### src/rtl/mem_unit.sv
// rtl/mem_unit.sv - single-access load/store unit with wait timeout; MEM_UNIT_MISALIGN_TRAP_EN traps misaligned halfword/word accesses
module mem_unit #(
    parameter int ADDR_W  = 30,
    parameter int TIMEOUT = 255
) (
    input  logic              clk,
    input  logic              reset,
    input  logic              start,
    input  logic [2:0]        read_op,
    input  logic [1:0]        write_op,
    input  logic [31:0]       addr_in,
    input  logic [31:0]       wdata_in,
    output logic              busy,
    output logic              done,
    output logic              error,
    output logic [31:0]       rdata_out,
    output logic              mem_re,
    output logic              mem_we,
    output logic [ADDR_W-1:0] mem_addr,
    output logic [31:0]       mem_wdata,
    output logic [3:0]        mem_be,
    input  logic [31:0]       mem_rdata,
    input  logic              mem_ready
);

    localparam logic [2:0] LB    = 3'b000;
    localparam logic [2:0] LH    = 3'b001;
    localparam logic [2:0] LNONE = 3'b011;
    localparam logic [2:0] LBU   = 3'b100;
    localparam logic [2:0] LHU   = 3'b101;
    localparam logic [1:0] SB    = 2'b00;
    localparam logic [1:0] SH    = 2'b01;
    localparam logic [1:0] SNONE = 2'b11;

    // Last wait count before abort: TIMEOUT ACCESS cycles without mem_ready at most.
    localparam logic [15:0] TO_LAST = 16'(TIMEOUT - 1);

    typedef enum logic [1:0] {
        S_IDLE,
        S_ACCESS,
        S_FIN
    } state_t;

    state_t      state_q, state_d;
    logic [2:0]  rop_q;
    logic [1:0]  wop_q;
    logic [31:0] addr_q;
    logic [31:0] wdata_q;
    logic [15:0] cnt_q;
    logic        err_q;
    logic [31:0] rdata_q;

    logic        req_illegal;
    logic        req_noop;
    logic        req_misalign;
    logic        fin_en;
    logic        fin_err;
    logic        load_en;
    logic        access;
    logic        is_byte;
    logic        is_half;
    logic [7:0]  ld_byte;
    logic [15:0] ld_half;
    logic [31:0] load_val;

    always_comb begin
        req_illegal  = (read_op[2:1] == 2'b11) || (read_op != LNONE && write_op != SNONE);
        req_noop     = (read_op == LNONE) && (write_op == SNONE);
        req_misalign = 1'b0;
`ifdef MEM_UNIT_MISALIGN_TRAP_EN
        if (read_op == LH || read_op == LHU || write_op == SH) begin
            req_misalign = addr_in[0];
        end else if (read_op == 3'b010 || write_op == 2'b10) begin
            req_misalign = (addr_in[1:0] != 2'b00);
        end
`endif
    end

    always_comb begin
        state_d = state_q;
        fin_en  = 1'b0;
        fin_err = 1'b0;
        load_en = 1'b0;
        case (state_q)
            S_IDLE: begin
                if (start) begin
                    if (req_illegal || req_misalign) begin
                        state_d = S_FIN;
                        fin_en  = 1'b1;
                        fin_err = 1'b1;
                    end else if (req_noop) begin
                        state_d = S_FIN;
                        fin_en  = 1'b1;
                    end else begin
                        state_d = S_ACCESS;
                    end
                end
            end
            S_ACCESS: begin
                // A ready arriving on the final allowed cycle still completes normally.
                if (mem_ready) begin
                    state_d = S_FIN;
                    fin_en  = 1'b1;
                    load_en = (rop_q != LNONE);
                end else if (cnt_q == TO_LAST) begin
                    state_d = S_FIN;
                    fin_en  = 1'b1;
                    fin_err = 1'b1;
                end
            end
            S_FIN:   state_d = S_IDLE;
            default: state_d = S_IDLE;
        endcase
    end

    always_ff @(posedge clk or posedge reset) begin
        if (reset) begin
            state_q <= S_IDLE;
        end else begin
            state_q <= state_d;
        end
    end

    always_ff @(posedge clk or posedge reset) begin
        if (reset) begin
            rop_q   <= LNONE;
            wop_q   <= SNONE;
            addr_q  <= '0;
            wdata_q <= '0;
            cnt_q   <= '0;
            err_q   <= 1'b0;
            rdata_q <= '0;
        end else begin
            if (state_q == S_IDLE && start) begin
                rop_q   <= read_op;
                wop_q   <= write_op;
                addr_q  <= addr_in;
                wdata_q <= wdata_in;
            end
            if (state_q != S_ACCESS) begin
                cnt_q <= '0;
            end else if (!mem_ready) begin
                cnt_q <= cnt_q + 16'd1;
            end
            if (fin_en) begin
                err_q   <= fin_err;
                rdata_q <= load_en ? load_val : '0;
            end
        end
    end

    always_comb begin
        ld_byte = mem_rdata[{addr_q[1:0], 3'b000} +: 8];
        ld_half = addr_q[1] ? mem_rdata[31:16] : mem_rdata[15:0];
        case (rop_q)
            LB:      load_val = {{24{ld_byte[7]}}, ld_byte};
            LBU:     load_val = {24'd0, ld_byte};
            LH:      load_val = {{16{ld_half[15]}}, ld_half};
            LHU:     load_val = {16'd0, ld_half};
            default: load_val = mem_rdata;
        endcase
    end

    // Only one of the latched ops is active once a request reaches ACCESS.
    always_comb begin
        is_byte = (rop_q == LB) || (rop_q == LBU) || (wop_q == SB);
        is_half = (rop_q == LH) || (rop_q == LHU) || (wop_q == SH);
        mem_be  = 4'b0000;
        if (access) begin
            if (is_byte) begin
                mem_be = 4'b0001 << addr_q[1:0];
            end else if (is_half) begin
                mem_be = addr_q[1] ? 4'b1100 : 4'b0011;
            end else begin
                mem_be = 4'b1111;
            end
        end
    end

    always_comb begin
        mem_wdata = '0;
        if (mem_we) begin
            case (wop_q)
                SB:      mem_wdata = {4{wdata_q[7:0]}};
                SH:      mem_wdata = {2{wdata_q[15:0]}};
                default: mem_wdata = wdata_q;
            endcase
        end
    end

    assign access    = (state_q == S_ACCESS);
    assign busy      = (state_q != S_IDLE);
    assign done      = (state_q == S_FIN);
    assign error     = done & err_q;
    assign rdata_out = rdata_q;
    assign mem_re    = access && (rop_q != LNONE);
    assign mem_we    = access && (wop_q != SNONE);
    assign mem_addr  = access ? addr_q[ADDR_W+1:2] : '0;

endmodule

### config.mk
export PLATFORM = sky130hd
export DESIGN_NAME = mem_unit
export DESIGN_NICKNAME = d
export VERILOG_FILES = /design/src/rtl/mem_unit.sv
export SDC_FILE = /design/constraint.sdc
export NUM_CORES = 1
export LEC_CHECK = 0
export BUFFER_PORTS_ARGS = -buffer_cell sky130_fd_sc_hd__buf_2
export CAP_MARGIN = 0
export CORE_MARGIN = 2
export CORE_UTILIZATION = 34
export CTS_BUF_LIST = sky130_fd_sc_hd__clkbuf_8 sky130_fd_sc_hd__clkbuf_16
export CTS_CLUSTER_DIAMETER = 50
export DETAILED_ROUTE_END_ITERATION = 16
export GPL_ROUTABILITY_DRIVEN = 0
export PLACE_DENSITY = 0.64
export SYNTH_ARGS = -nofsm -noshare
export SYNTH_HDL_FRONTEND = slang
export SYNTH_SLANG_ARGS = --single-unit
### constraint.sdc
create_clock -name clk -period 8.2 [get_ports clk]
set_input_delay 1.23 -clock clk [delete_from_list [all_inputs] [get_ports clk]]
set_output_delay 1.23 -clock clk [all_outputs]
set_load 0.005 [all_outputs]
; ---- Yosys cells after proc, flatten, opt, wreduce, memory -nomap -nowiden
; Cells that the tools add are included.
[totals]
in_bits = 105
regBits = 120
elab_cells = 75
out_inout_bits = 103
[classes]
add_sub_neg = 1
eq_ne = 18
bitwise_logic = 1
mux = 30
reduce_logical = 15
n_shift = 2
[op_table]
columns = operator, n
row1 = one-hot mux 32 bit (4 select lines), 1
row2 = two-way mux 32 bit, 2
row3 = one-hot mux 32 bit (2 select lines), 1
row4 = two-way mux 16 bit, 3
row5 = variable part select 32 x 6 -> 8 bit, 1
row6 = two-way mux 30 bit, 1
row7 = "adder 16 x 1 -> 16 bit, second input constant", 1
row8 = "equality test 16 x 8 -> 1 bit, second input constant", 1
row9 = two-way mux 4 bit, 4
row10 = two-way mux 1 bit, 10
row11 = two-way mux 2 bit, 5
row12 = "inequality test 3 x 2 -> 1 bit, second input constant", 3
row13 = "equality test 2 bit, second input constant", 3
row14 = "equality test 3 bit, second input constant", 2
row15 = "inequality test 2 bit, second input constant", 3
row16 = logical AND 1 bit, 5
row17 = logical OR 1 bit, 5
row18 = "equality test 2 x 1 -> 1 bit, second input constant", 2
row19 = zero test 2 bit, 2
row20 = "inequality test 2 x 1 -> 1 bit, second input constant", 2
row21 = one-hot mux 1 bit (2 select lines), 2
row22 = one-hot mux 2 bit (2 select lines), 1
row23 = "<< shifter 1 x 2 -> 4 bit, first input constant", 1
row24 = "equality test 3 x 1 -> 1 bit, second input constant", 1
row25 = 5 further kinds, 5

; ---- Logic depth before layout (Yosys ltp)
[logic_depth]
ltp_word = 6
mapped_depth = 7
mapped_depth_nobuf = 6

; ---- Worst setup path after synthesis
; OpenSTA, ideal clock, no wires.
[synth_timing]
path_kind = reg2out
start = register wop_q[1]
end = output port mem_wdata[13]
setup_slack_ns = 5.295
required_ns = 6.970
path_stages_with_launch = 7
n_path_buf = 3
arrival_time_ns = 1.675
path_cell_list = dfstp_2 > clkbuf_1 > clkbuf_1 > buf_1 > a21oi_1 > a2bb2oi_1 > nor2_1
[synth_between]
elab_chain_cells = 3
elab_cells_between_ends = 6
classes_between = eq/ne (2) / mux (2) / reduce/logical (2)
[synth_rtl]
columns = item, line
row1 = start: declaration, 46  ; logic [1:0] wop_q;
row2 = start signal: assignment, 136  ; wop_q <= write_op;
row3 = equality test 2 x 1 -> 1 bit (tied with other cells), 183  ; case (wop_q)
row4 = one-hot mux 32 bit (2 select lines) or logical AND 1 bit (tied branches), "183, 197"
row5 = two-way mux 32 bit (*), 182  ; if (mem_we) begin
row6 = end: declaration, 20  ; output logic [31:0] mem_wdata,
; Every way passes the cells marked *; elsewhere a longest branch is shown, timed or not.

; ---- Worst setup path after layout
[layout_timing]
start = register wop_q[0]
end = output port mem_wdata[8]
; The elaborated chain is that of the path after synthesis.

==> summary by stage <==
Yosys
The yosys synthesis warning count is 0. Of the synthesized area, sequential elements account for 0.466. In this run, synthesis inferred 0 flip-flops with an integrated enable. Of all cell types, the one taking the most synthesized area is dfrtp_1. The post-synthesis net count is 852.

The fraction of post-synthesis cell area in the top cell type by area is 0.450. Ranked by total cell area, the synthesized netlist is headed by dfrtp_1 45%, nand2_1 13%, a21oi_1 4.2%. After technology mapping, the gate count stands at 745. Of all flip-flops after synthesis, the portion carrying an async set or reset was 1.00. The count of different cell masters after synthesis is 52. The most used flip-flop cell after synthesis is dfrtp_1. The area of the mapped netlist is 6450 sq um.

The synthesized area per cell is 8.66 sq um. The total of flip-flops plus latches after synthesis is 120.

Global routing
The overall overflow remaining after global route is 0. The via count of the first global-routing pass is 5721. The initial antenna violation count is 6. The global-route wire length before repair is 30.5 mm.

Across every metal layer, demand over resource in global routing totals 0.192. The largest net degree at the start of global routing is 79.

STA
The setup clock skew after layout is 9.07 ps. The number of setup violations in the final report is 0. The number of max-slew violations in the final report came to 0. The worst slack on hold paths is 465 ps.

The transition time at the pin with the least slew margin is 1150 ps. The final-report hold violation count is 0. Dividing the final minimum period by the clock period gives 0.466. The worst slew margin relative to its limit is 0.233. The post-route setup TNS is 0 ps. Timing would allow up to 262 MHz.

The post-route minimum period is 3820 ps. Setup repair after global routing left no endpoint under its margin. Once routing completed, OpenROAD measured the worst setup slack at 4380 ps.

Worst setup path
The total buffers and inverters traversed by the critical path is 1. On the critical path the largest part of the delay comes from simple AND/OR/NAND/NOR gates. The library cell contributing the largest single delay on the critical path is nor2b_1. The critical path is of the register to primary output type. The signal on the critical path passes through nor2b_1 > a2bb2oi_1 > nor2_1 > buf_2. STA puts the critical path data required time at 6970 ps. Setup slack on the worst reg-to-reg path comes out at 5760 ps. On the worst path, the slowest cell contributes a delay of 960 ps. The worst register-to-register path begins at addr_q[0]. The cell count of the worst reg-to-reg path is 4. In this run the critical register-to-register path is captured at rdata_out[30].

The element type at the critical path end is a primary output. The launching element type of the critical path is a register. The maximum fanout along the worst path is 21.

For the worst setup path, the data arrival time is 2590 ps.

Die
The y dimension of the die is 142 um. The number of top-level pins is 208. Measured along the x axis, the die boundary spans 142 um. The initial cell density of the core is 0.346. The area of the core region is 18600 sq um. The floorplan has 50 rows. The floorplan step defined a die boundary enclosing 20100 sq um.

Flow run
The max-cap violation count is 0.

Min path
The startpoint identified for the worst hold timing path is addr_q[8]. The min-delay analysis places its worst path in the category register to register. For hold timing, the worst endpoint is addr_q[8]. The number of cells traversed by the worst hold path is 2.

Routing
Detailed routing placed a total of 1.25 mm of wire on met3. In the final routed layout, each cell accounts on average for 16.3 um. Across all layers, the routed design uses 5988 vias. The number of DRC violations after detailed-routing iteration 0 is 363. The number of nets with antenna violations after routing is 0.

The highest routed metal layer is met5. The post-detailed-route DRC marker count is 0. After detailed routing, the met2 layer carries 8.99 mm of wire. The met1 routed wirelength after detailed routing is 8.52 mm.

The detailed-route wire length is 19.1 mm. Dividing the detail-routed via count by the number of cells gives 5.11. The number of iterations in the first detailed-routing pass is 4.

Finish
The library cells used most frequently in the layout, excluding fill and tap cells, are 216 x nand2_1, 207 x buf_2, 116 x dfrtp_1. The library cell used most frequently in the layout, excluding fill and tap cells, is nand2_1. The share of layout cells above drive strength 1 is 0.304. The net count of the finished layout is 1030.

From synthesis to final layout, the design area changed by 27.4%.

CTS
The tree is rooted in a clkbuf_16. The total CTS buffers is 17. The number of setup buffers added after CTS is 0.

The maximum root-to-sink buffer count is 2. The post-cts sizing count is 0. Clock-pin slew was measured on the worst setup and hold paths at 50 ps. The number of levels in the clock H-tree is 4. The sink count of the clock tree is 120.

In this run, post-CTS hold repair placed 0 buffers. The CTS tree is yes. The later pin in the worst-skew pair is clocked with a latency of 400 ps.

Power and ir drop
For this design the ratio of total power to cell area is 256 nW/um^2. The post-route total power is 2.11 mW. IR analysis of the VDD net gives a maximum drop of 0.144 mV. Summed over all cells, the static leakage comes to 4.34 nW.

Placement
Once detailed placement completed, the half-perimeter wirelength came to 13.1 mm. Prior to clock tree synthesis, the placed netlist has a worst setup slack of 4840 ps. The number of input and output port buffers inserted is 207.

Run status
The run finished with clean final reports.
==> routing by layer <==
metal / track usage / vias up
met1: 0.266 / 2847
li1: - / 2881
met5: 0 / -
met4: 0.0668 / 8
met3: 0.0513 / 27
met2: 0.292 / 225
==> worst reg2reg max path: stages (launching register included) <==
cell and delay, ps:
dfrtp_1 780, mux4_2 340, nand2_1 250, a21oi_2 780
a32o_1 230
==> how the worst max path moves through the flow <==
stage               startpoint       endpoint  slack (ps)  cells past startpoint
CTS                   wop_q[0]   mem_wdata[8]        4400                      4
detailed placement    wop_q[0]  mem_wdata[24]        4840                      4
finish                wop_q[0]   mem_wdata[8]        4380                      4
floorplan                reset      addr_q[0]        3790                      1
global route          wop_q[0]  mem_wdata[11]        4110                      4
global placement      wop_q[0]  mem_wdata[24]        4870                      4
==> synth_stat cells (6+ instances only) <==
library cell,n
a21oi_1,54
a2bb2oi_1,16
a31o_2,9
a32o_1,23
and2_1,32
and3_1,10
buf_1,9
buf_2,6
clkbuf_1,38
dfrtp_1,116
inv_1,19
mux4_2,7
nand2_1,217
nand2b_1,25
nand4_1,6
nor2_1,48
nor2b_1,13
nor3_1,7
o21ai_0,8
xor2_1,10
==> logic make-up (layout without fill, tap and decap cells) <==
logic type / after synthesis / after routing / synth area share
compound gates: 136 / 136 / 0.150
xor+xnor: 11 / 11 / 0.0149
fa+ha+maj: 2 / 2 / 0.00388
buf+inv: 75 / 266 / 0.0483
flops: 120 / 120 / 0.466
mux: 17 / 17 / 0.0409
other cells: 0 / 1 / 0
simple gates: 384 / 384 / 0.276
==> flip-flops by register name, indices dropped and copies added, names as in the netlist <==
register	cells
state_q	2
rop_q	3
wdata_q	32
cnt_q	16
err_q	1
wop_q	2
rdata_out	32
addr_q	32
==> stage by stage <==
step | utilization | instances | area [sq um]
2_1_floorplan | - | 745 | 6450
3_3_place_gp | 0.408 | 1138 | 7610
3_5_place_dp | 0.408 | 1138 | 7610
4_1_cts | 0.441 | 1170 | 8220
5_1_grt | 0.441 | 1171 | 8220
6_report | 0.441 | 1171 | 8220
==> cell type report <==
| cell class | instances | area, sq um |
|---|---|---|
| Antenna cell | 1 | 2.50 |
| Clock buffer | 21 | 480 |
| Clock inverter | 11 | 129 |
| Fill cell | 1880 | 10400 |
| Inverter | 19 | 73.8 |
| Multi-Input combinational cell | 550 | 3140 |
| Sequential cell | 120 | 3010 |
| Tap cell | 234 | 293 |
| Timing Repair Buffer | 215 | 1100 |
==> power by group <==
| part | leakage (nW) | total, mW | internal [mW] | switching [mW] |
|---|---|---|---|---|
| clock network | 0.312 | 0.762 | 0.505 | 0.258 |
| logic | 2.49 | 0.518 | 0.232 | 0.286 |
| registers | 1.54 | 0.824 | 0.712 | 0.112 |
| total | 4.34 | 2.11 | 1.45 | 0.656 |
(Power assumes the default switching activity.)
